## src/rtl/srcnn_output_formatter_pkg.sv

```systemverilog
// Shared constants, pixel tag layout and the per-channel round/shift/saturate
// helper for the SRCNN output formatter.
package srcnn_output_formatter_pkg;

  localparam int PIXEL_WIDTH_DEFAULT = 8;

  typedef struct packed {
    logic eof;
    logic eol;
    logic sof;
  } pixel_tags_t;

  localparam int TAG_BITS = $bits(pixel_tags_t);

  // Rounds half-up at the binary point, drops the fraction and clamps into
  // [0, 2^pixel_width-1]. The 32-bit working width cannot overflow for any
  // activation narrower than 31 bits.
  function automatic logic [31:0] round_shift_sat(
    input logic signed [31:0] value,
    input int                 frac_bits,
    input int                 pixel_width
  );
    logic signed [31:0] rounded;
    logic signed [31:0] max_val;
    rounded = value;
    if (frac_bits > 0) begin
      rounded = value + (32'sd1 <<< (frac_bits - 1));
    end
    rounded = rounded >>> frac_bits;
    max_val = (32'sd1 <<< pixel_width) - 32'sd1;
    if (rounded < 32'sd0) begin
      return 32'd0;
    end else if (rounded > max_val) begin
      return $unsigned(max_val);
    end
    return $unsigned(rounded);
  endfunction

endpackage

```

## src/rtl/srcnn_output_formatter_skid.sv

```systemverilog
// Two-entry valid/ready register pair: a registered main stage plus one skid
// entry, so the upstream ready is a flop and never sees the downstream ready.
module skid_buffer #(
  parameter int PayloadWidth = 8
) (
  input  logic                    clk,
  input  logic                    srst_n,
  input  logic                    s_valid,
  output logic                    s_ready,
  input  logic [PayloadWidth-1:0] s_data,
  output logic                    m_valid,
  input  logic                    m_ready,
  output logic [PayloadWidth-1:0] m_data
);

  logic                    main_valid_reg, main_valid_next;
  logic [PayloadWidth-1:0] main_data_reg, main_data_next;
  logic                    skid_valid_reg, skid_valid_next;
  logic [PayloadWidth-1:0] skid_data_reg, skid_data_next;
  logic                    s_ready_reg;
  logic                    s_fire;
  logic                    main_free;

  assign s_fire    = s_valid && s_ready_reg;
  assign main_free = !main_valid_reg || m_ready;

  always_comb begin
    main_valid_next = main_valid_reg;
    main_data_next  = main_data_reg;
    skid_valid_next = skid_valid_reg;
    skid_data_next  = skid_data_reg;
    if (main_free) begin
      if (skid_valid_reg) begin
        // Older skid entry always drains first to keep pixel order.
        main_valid_next = 1'b1;
        main_data_next  = skid_data_reg;
        skid_valid_next = s_fire;
        skid_data_next  = s_fire ? s_data : skid_data_reg;
      end else begin
        main_valid_next = s_fire;
        main_data_next  = s_fire ? s_data : main_data_reg;
      end
    end else if (s_fire) begin
      skid_valid_next = 1'b1;
      skid_data_next  = s_data;
    end
  end

  always_ff @(posedge clk) begin
    if (!srst_n) begin
      main_valid_reg <= 1'b0;
      main_data_reg  <= '0;
      skid_valid_reg <= 1'b0;
      skid_data_reg  <= '0;
      s_ready_reg    <= 1'b0;
    end else begin
      main_valid_reg <= main_valid_next;
      main_data_reg  <= main_data_next;
      skid_valid_reg <= skid_valid_next;
      skid_data_reg  <= skid_data_next;
      s_ready_reg    <= !skid_valid_next;
    end
  end

  assign s_ready = s_ready_reg;
  assign m_valid = main_valid_reg;
  assign m_data  = main_data_reg;

endmodule

```

## src/rtl/srcnn_output_formatter.sv

```systemverilog
// Converts signed fixed-point RGB activations into clamped unsigned pixels and
// tags them with SOF/EOL/EOF from row/column counters, behind a skid buffer.
module srcnn_output_formatter
  import srcnn_output_formatter_pkg::*;
#(
  parameter int Height          = 600,
  parameter int Width           = 800,
  parameter int ActivationWidth = 10,
  parameter int FractionBits    = 1,
  parameter int PixelWidth      = PIXEL_WIDTH_DEFAULT
) (
  input  logic                         clock_i,
  input  logic                         reset_i,
  input  logic                         slave_valid_i,
  output logic                         slave_ready_o,
  input  logic [3*ActivationWidth-1:0] slave_data_i,
  output logic                         master_valid_o,
  input  logic                         master_ready_i,
  output logic [3*PixelWidth-1:0]      master_data_o,
  output logic                         master_user_o,
  output logic                         master_last_o,
  output logic                         frame_done_o
);

  localparam int PayloadWidth = 3 * PixelWidth + TAG_BITS;
  localparam int ColW = (Width > 1) ? $clog2(Width) : 1;
  localparam int RowW = (Height > 1) ? $clog2(Height) : 1;
  localparam logic [ColW-1:0] ColLast = ColW'(Width - 1);
  localparam logic [RowW-1:0] RowLast = RowW'(Height - 1);

  logic [ColW-1:0]         col_reg, col_next;
  logic [RowW-1:0]         row_reg, row_next;
  logic                    s_fire;
  logic [3*PixelWidth-1:0] pix_data;
  pixel_tags_t             tags_in, tags_out;
  logic [PayloadWidth-1:0] in_payload, out_payload;
  logic                    frame_done_reg;

  assign s_fire = slave_valid_i && slave_ready_o;

  genvar gi;
  generate
    for (gi = 0; gi < 3; gi++) begin : g_chan
      logic [ActivationWidth-1:0] raw;
      logic signed [31:0]         ext;
      assign raw = slave_data_i[gi*ActivationWidth +: ActivationWidth];
      assign ext = {{(32 - ActivationWidth){raw[ActivationWidth-1]}}, raw};
      assign pix_data[gi*PixelWidth +: PixelWidth] =
        PixelWidth'(round_shift_sat(ext, FractionBits, PixelWidth));
    end
  endgenerate

  // Tags reflect the position of the pixel being accepted this cycle.
  always_comb begin
    tags_in     = '0;
    tags_in.sof = (row_reg == '0) && (col_reg == '0);
    tags_in.eol = (col_reg == ColLast);
    tags_in.eof = (col_reg == ColLast) && (row_reg == RowLast);
  end

  always_comb begin
    col_next = col_reg;
    row_next = row_reg;
    if (s_fire) begin
      if (col_reg == ColLast) begin
        col_next = '0;
        row_next = (row_reg == RowLast) ? '0 : row_reg + RowW'(1);
      end else begin
        col_next = col_reg + ColW'(1);
      end
    end
  end

  always_ff @(posedge clock_i) begin
    if (!reset_i) begin
      col_reg <= '0;
      row_reg <= '0;
    end else begin
      col_reg <= col_next;
      row_reg <= row_next;
    end
  end

  assign in_payload = {tags_in, pix_data};

  skid_buffer #(
    .PayloadWidth(PayloadWidth)
  ) u_skid (
    .clk     (clock_i),
    .srst_n  (reset_i),
    .s_valid (slave_valid_i),
    .s_ready (slave_ready_o),
    .s_data  (in_payload),
    .m_valid (master_valid_o),
    .m_ready (master_ready_i),
    .m_data  (out_payload)
  );

  assign tags_out      = pixel_tags_t'(out_payload[PayloadWidth-1 -: TAG_BITS]);
  assign master_data_o = out_payload[3*PixelWidth-1:0];
  assign master_user_o = tags_out.sof;
  assign master_last_o = tags_out.eol;

  always_ff @(posedge clock_i) begin
    if (!reset_i) begin
      frame_done_reg <= 1'b0;
    end else begin
      frame_done_reg <= master_valid_o && master_ready_i && tags_out.eof;
    end
  end

  assign frame_done_o = frame_done_reg;

endmodule

```

## config.mk

```make
export PLATFORM = sky130hd
export DESIGN_NAME = srcnn_output_formatter
export DESIGN_NICKNAME = d
export VERILOG_FILES = /design/src/rtl/srcnn_output_formatter_pkg.sv /design/src/rtl/srcnn_output_formatter_skid.sv /design/src/rtl/srcnn_output_formatter.sv
export SDC_FILE = /design/constraint.sdc
export NUM_CORES = 1
export LEC_CHECK = 0
export BUFFER_PORTS_ARGS = -buffer_cell sky130_fd_sc_hd__buf_2
export CORE_ASPECT_RATIO = 0.6
export CORE_MARGIN = 2
export CORE_UTILIZATION = 50
export DETAILED_ROUTE_END_ITERATION = 16
export HOLD_SLACK_MARGIN = 0.03
export PLACE_DENSITY = 0.74
export SKIP_CTS_REPAIR_TIMING = 1
export SYNTH_ARGS = -nofsm -noshare
export SYNTH_HDL_FRONTEND = slang
export SYNTH_SLANG_ARGS = --single-unit
export TNS_END_PERCENT = 50
```

## constraint.sdc

```tcl
create_clock -name clock_i -period 1.57 [get_ports clock_i]
set_input_delay 0 -clock clock_i [delete_from_list [all_inputs] [get_ports clock_i]]
set_output_delay 0 -clock clock_i [all_outputs]
set_load 0.05 [all_outputs]
```

# Yosys cells after proc, flatten, opt, wreduce, memory -nomap -nowiden
# Index checks and enable logic that the tools add are counted.
[totals]
regBits = 78
inputBits = 34
word_cells = 61
[op_classes]
add_sub_neg = 5
n_lt_le_gt_ge = 6
eq_ne = 3
mux = 26
reduce_logical = 13
[ops]
columns = ["cell", "count"]
rows = [
  ["two-way mux 27 bit", 5],
  ["two-way mux 8 bit", 9],
  ["adder 10 x 2 -> 11 bit, second input constant", 3],
  ["> comparator 10 x 9 -> 1 bit, second input constant", 3],
  ["< comparator 10 x 1 -> 1 bit, second input constant", 3],
  ["adder 10 x 1 -> 10 bit, second input constant", 2],
  ["equality test 10 bit, second input constant", 2],
  ["logical NOT 10 bit", 2],
  ["two-way mux 10 bit", 2],
  ["two-way mux 1 bit", 10],
  ["logical AND 1 bit", 5],
  ["AND reduction 2 bit", 2],
  ["logical NOT 1 bit", 2],
  ["inequality test 2 x 1 -> 1 bit, second input constant", 1],
  ["nonzero test 2 bit", 1],
  ["logical OR 1 bit", 1],
]

# Depth between registers and ports, before layout
[logic_depth]
word_depth = 8
mapped_depth = 7

# Hierarchy
# From an unflattened synthesis, not the netlist that was laid out.
[hier_totals]
hier_cells = 494
hier_area_um2 = 4272.8
[by_module_without_submodules]
columns = ["module", "n_inst", "cells_each", "area_each_um2"]
rows = [
  ["skid_buffer", 1, 254, 2522.4],
  ["srcnn_output_formatter", 1, 240, 1750.4],
]

# Worst setup path after synthesis
# No wires, ideal clock.
[synth_timing]
kind = "register -> register"
start = "register u_skid.s_ready_reg (netlist: u_skid.s_ready)"
end = "register row_reg[0]"
setup_time_ns = 0.133
t_arrival_ns = 1.799
t_required_ns = 1.437
setup_slack_ns = -0.362
stages_incl_launch_ff = 7
period_less_slack_ns = 1.932
path_cell_list = "dfxtp_1 -> and2_1 -> buf_2 -> nand4_1 -> buf_2 -> o21ai_1 -> nor2_1"
[synth_between]
elab_chain_cells = 2
[synth_lines]
columns = ["item", "line_no", "source"]
rows = [
  ["from (decl)", "srcnn_output_formatter_skid.sv:20", "logic s_ready_reg;"],
  ["from (signal assigned)", "srcnn_output_formatter_skid.sv:61", "s_ready_reg <= !skid_valid_next;"],
  ["logical AND 1 bit", "srcnn_output_formatter.sv:39", "assign s_fire = slave_valid_i && slave_ready_o;"],
  ["AND reduction 2 bit (no source line)", "n/a", ""],
  ["to (signal assigned)", "srcnn_output_formatter.sv:80", "row_reg <= row_next;"],
  ["to (decl)", "srcnn_output_formatter.sv:32", "logic [RowW-1:0] row_reg, row_next;"],
]
# Every way passes these cells.
# A chain may end at the register's enable or synchronous reset.

# Worst setup path in the final report
[layout_timing]
start = "register col_reg[1]"
end = "register row_reg[3]"
[layout_between]
elab_chain_cells = 2
[layout_lines]
columns = ["item", "line_no", "source"]
rows = [
  ["from (decl)", "srcnn_output_formatter.sv:31", "logic [ColW-1:0] col_reg, col_next;"],
  ["from (signal assigned)", "srcnn_output_formatter.sv:79", "col_reg <= col_next;"],
  ["equality test 10 bit", "srcnn_output_formatter.sv:65", "if (col_reg == ColLast) begin"],
  ["AND reduction 2 bit (no source line)", "n/a", ""],
]
# Every way passes these cells.

==> impl_results.md <==
- Post-synthesis cell count: 550
- Die Span Y: 75.77 um
- Clock sinks: 78
- Crit-path slowest cell: dfxtp_2
- Count leader, synth: dfxtp_1
- WL final: 11.97 mm
- CTS max path bufs: 2
- # rows: 26
- Unrepaired setup endpoints after global routing: true
- Syn Std Cell Area: 0.004292 sq mm
- Synth Warn #: 0
- Setup violators final: 6
- Drt wl/cell: 16.33 um
- Post-synth net total: 591
- Port Buf Inserts: 62
- Worst-Skew Late Latency: 0.33 ns
- Share of flip-flops with an asynchronous set or reset: 0%
- Critical path class: reg -> reg
- Post-route insts no fill: 733
- Syn Area/Cell: 7.803 sq um
- Max cap viols: 0
- Total negative setup slack: -0.1040 ns
- Post-DP Area: 0.004848 sq mm
- Status: complete, but fails checks
- Num CTS Buffers: 9
- Final period util: 102.2%
- ANT cells: 0
- Top cells by count, synth: 78 x dfxtp_1, 60 x a21oi_1, 51 x nand3_1, 48 x nor2_1, 44 x nand2_1
- Leakage: 2.011 nW
- Worst EP arrival: 1.87 ns
- Grt total ovfl: 0
- Clock input transition at the sequential cells of the worst setup and hold paths: 0.06 ns
- Largest family of logic cells by synthesized area: simple AND/OR/NAND/NOR gates
- Root Buffer: clkbuf_16
- Final Cell Area: 0.005286 sq mm
- Num ports: 63
- Failing checks: setup timing
- Worst path bufs/invs: 1
- Worst EP required: 1.83 ns
- First-pass GRT wire length: 18.52 mm
- Synth Area in XOR/XNOR: 4.898%
- Vias: 4437
- Hold Startpoint: reset_i
- Initial Util: 50.94%
- Proportion of layout cells with a drive suffix above 1: 25.93%
- H-tree levels: 3
- Total power: 0.004980 W
- Synth area leaders: dfxtp_1 36%, a21oi_1 7.0%, nand3_1 5.9%
- Relative slew slack: 62.88%
- Worst R2R Start: col_reg[1]$_SDFFE_PN0P_
- Yosys cell types: 56
- Global Route Usage Sum: 25.24%
- Fin crit period: 1.605 ns
- Worst slew pin tran: 0.5428 ns
- Critical path's top delay family: simple AND/OR/NAND/NOR gates
- Post-synth top area cell: dfxtp_1
- Yosys reg bits: 78
- R2R Path End: row_reg[3]$_SDFFE_PN0P_
- Adder-Cell Fraction of Synth Area: 2.041%
- WHS Endpoint: u_skid.m_data[26]$_SDFFE_PN0P_
- Cells on worst reg2reg path: 6
- Reg-to-reg slack, setup: -0.04 ns
- Top cell type's share of synthesized area: 36.38%
- Placed instance count: 716
- Initial antenna violation count: 0
- HP Class: in -> reg
- CP max FO: 5
- Die ar.: 0.009365 sq mm
- Crit path depth: 6
- Via density: 6.053
- Pwr per Cell Area: 942.1 mW/mm^2
- Mux contribution to synthesized area: 0.2332%
- Maximum clock frequency: 622.9 MHz
- Seq/Total Area, Yosys: 36.38%
- Core ar.: 0.008426 sq mm
- Hold path cells: 3
- VDD IR max: 0.8059 mV
- Pin count of the biggest net entering global routing: 40
- Clock Skew: 0.004810 ns
- Simple-Gate Fraction of Synth Area: 26.88%
- Max Slew Vio Count: 0
- Number of synthesized flops with an enable pin: 0
- TritonCTS clock tree: built
- Pre-antenna DRT Iters: 4
- Vias in the first global route: 3782
- Placer Congestion: 0.8511
- Iter 0 DRT Violations: 382
- Largest stage delay, worst path: 0.35 ns
- Nets: 657
- Critical Path Start Type: flip-flop
- DP HPWL: 8.510 mm
- Die width: 123.6 um
- Synth Area in Compound Gates: 21.75%
- Top FF cell, synth: dfxtp_1
- Post-layout worst setup margin: -0.03529 ns
- Layout overhead on the synthesized area: 23.18%
- Final hold violations: 0
- CP Capture Type: flip-flop
- DR DRC count: 0
- DRT antenna net count: 0
- CP cell instances: ha_4, and4_4, nand4_1, buf_6, or3_1, a21oi_1
## report_power, final
| part | switching, W | internal (W) | leakage, nW |
|---|---|---|---|
| logic | 0.000483 | 0.000232 | 1.22 |
| clock network | 0.000786 | 0.00141 | 0.160 |
| registers | 0.0000300 | 0.00204 | 0.635 |
## worst max-delay path by stage
stage | endpoint | from | slack, ns
2_1_floorplan | row_reg[7]$_SDFFE_PN0P_ | u_skid.s_ready$_SDFF_PN0_ | -0.03
3_3_place_gp | row_reg[9]$_SDFFE_PN0P_ | col_reg[1]$_SDFFE_PN0P_ | -0.05
3_5_place_dp | row_reg[9]$_SDFFE_PN0P_ | col_reg[1]$_SDFFE_PN0P_ | -0.11
4_1_cts | row_reg[9]$_SDFFE_PN0P_ | col_reg[1]$_SDFFE_PN0P_ | -0.12
5_1_grt | row_reg[3]$_SDFFE_PN0P_ | col_reg[1]$_SDFFE_PN0P_ | -0.12
6_report | row_reg[3]$_SDFFE_PN0P_ | col_reg[1]$_SDFFE_PN0P_ | -0.04
## layer usage
metal | up-vias | global-route usage (%) | part of all wire [%]
met4 | 0 | 5.177 | 0.86
met1 | 2119 | 36.76 | 49
met2 | 180 | 37.97 | 43
met5 | - | 0 | 0
met3 | 15 | 6.287 | 7.2
li1 | 2123 | - | -
## cell families after synthesis
| logic type | after synthesis |
|---|---|
| AO/OA/AOI/OAI | 149 |
| XOR/XNOR | 24 |
| adder cells (fa/ha/maj) | 7 |
| buffers and inverters | 63 |
| flip-flops | 78 |
| multiplexers | 1 |
| AND/OR/NAND/NOR | 228 |
## placed cells by master, fill, tap and decap left out, types with 3 or more instances in the layout
cell type	instances
a21oi_1	58
a211oi_1	3
nor3b_1	5
buf_6	3
nand3_1	51
nand4_1	6
buf_2	62
and4_1	4
o21ai_0	31
ha_1	5
o221ai_1	7
nor2_1	46
xnor2_1	17
xor2_1	7
nand2b_1	4
buf_4	42
inv_1	9
nor3_1	16
or3_1	14
nor4_1	7
clkbuf_16	10
a311o_1	4
and3_1	6
o21ai_2	5
dfxtp_2	4
and2_1	7
o31ai_1	3
dfxtp_1	73
nor3_2	5
a31oi_1	9
nand2_1	43
## worst min-delay path: stages
cell and delay (ns):
buf_2 0.18, o21ai_0 0.10, a21oi_1 0.04
## final cells by class
class                   count  area, sq um
repair buffers            109        699.4
inverters                   9        33.78
flip-flops and latches     78         1570
multi-input cells         409         2514
clock buffers              12        277.8
fillers                   710         3139
clock inverters             4        51.30
well taps                 112        140.1
## per-stage QoR
step | setup slack (ns) | utilization (%) | hold WS (ns)
final | -0.03529 | 62.74 | 0.04404
after global routing | -0.1205 | 62.74 | 0.05737
after CTS | -0.1213 | 61.45 | 0.03117
after floorplan | -0.03371 | - | 0.1885
after detailed placement | -0.1050 | 57.54 | 0.3619
after global placement | -0.04830 | 57.54 | 0.3769
Power figures use the tool's default switching activity.
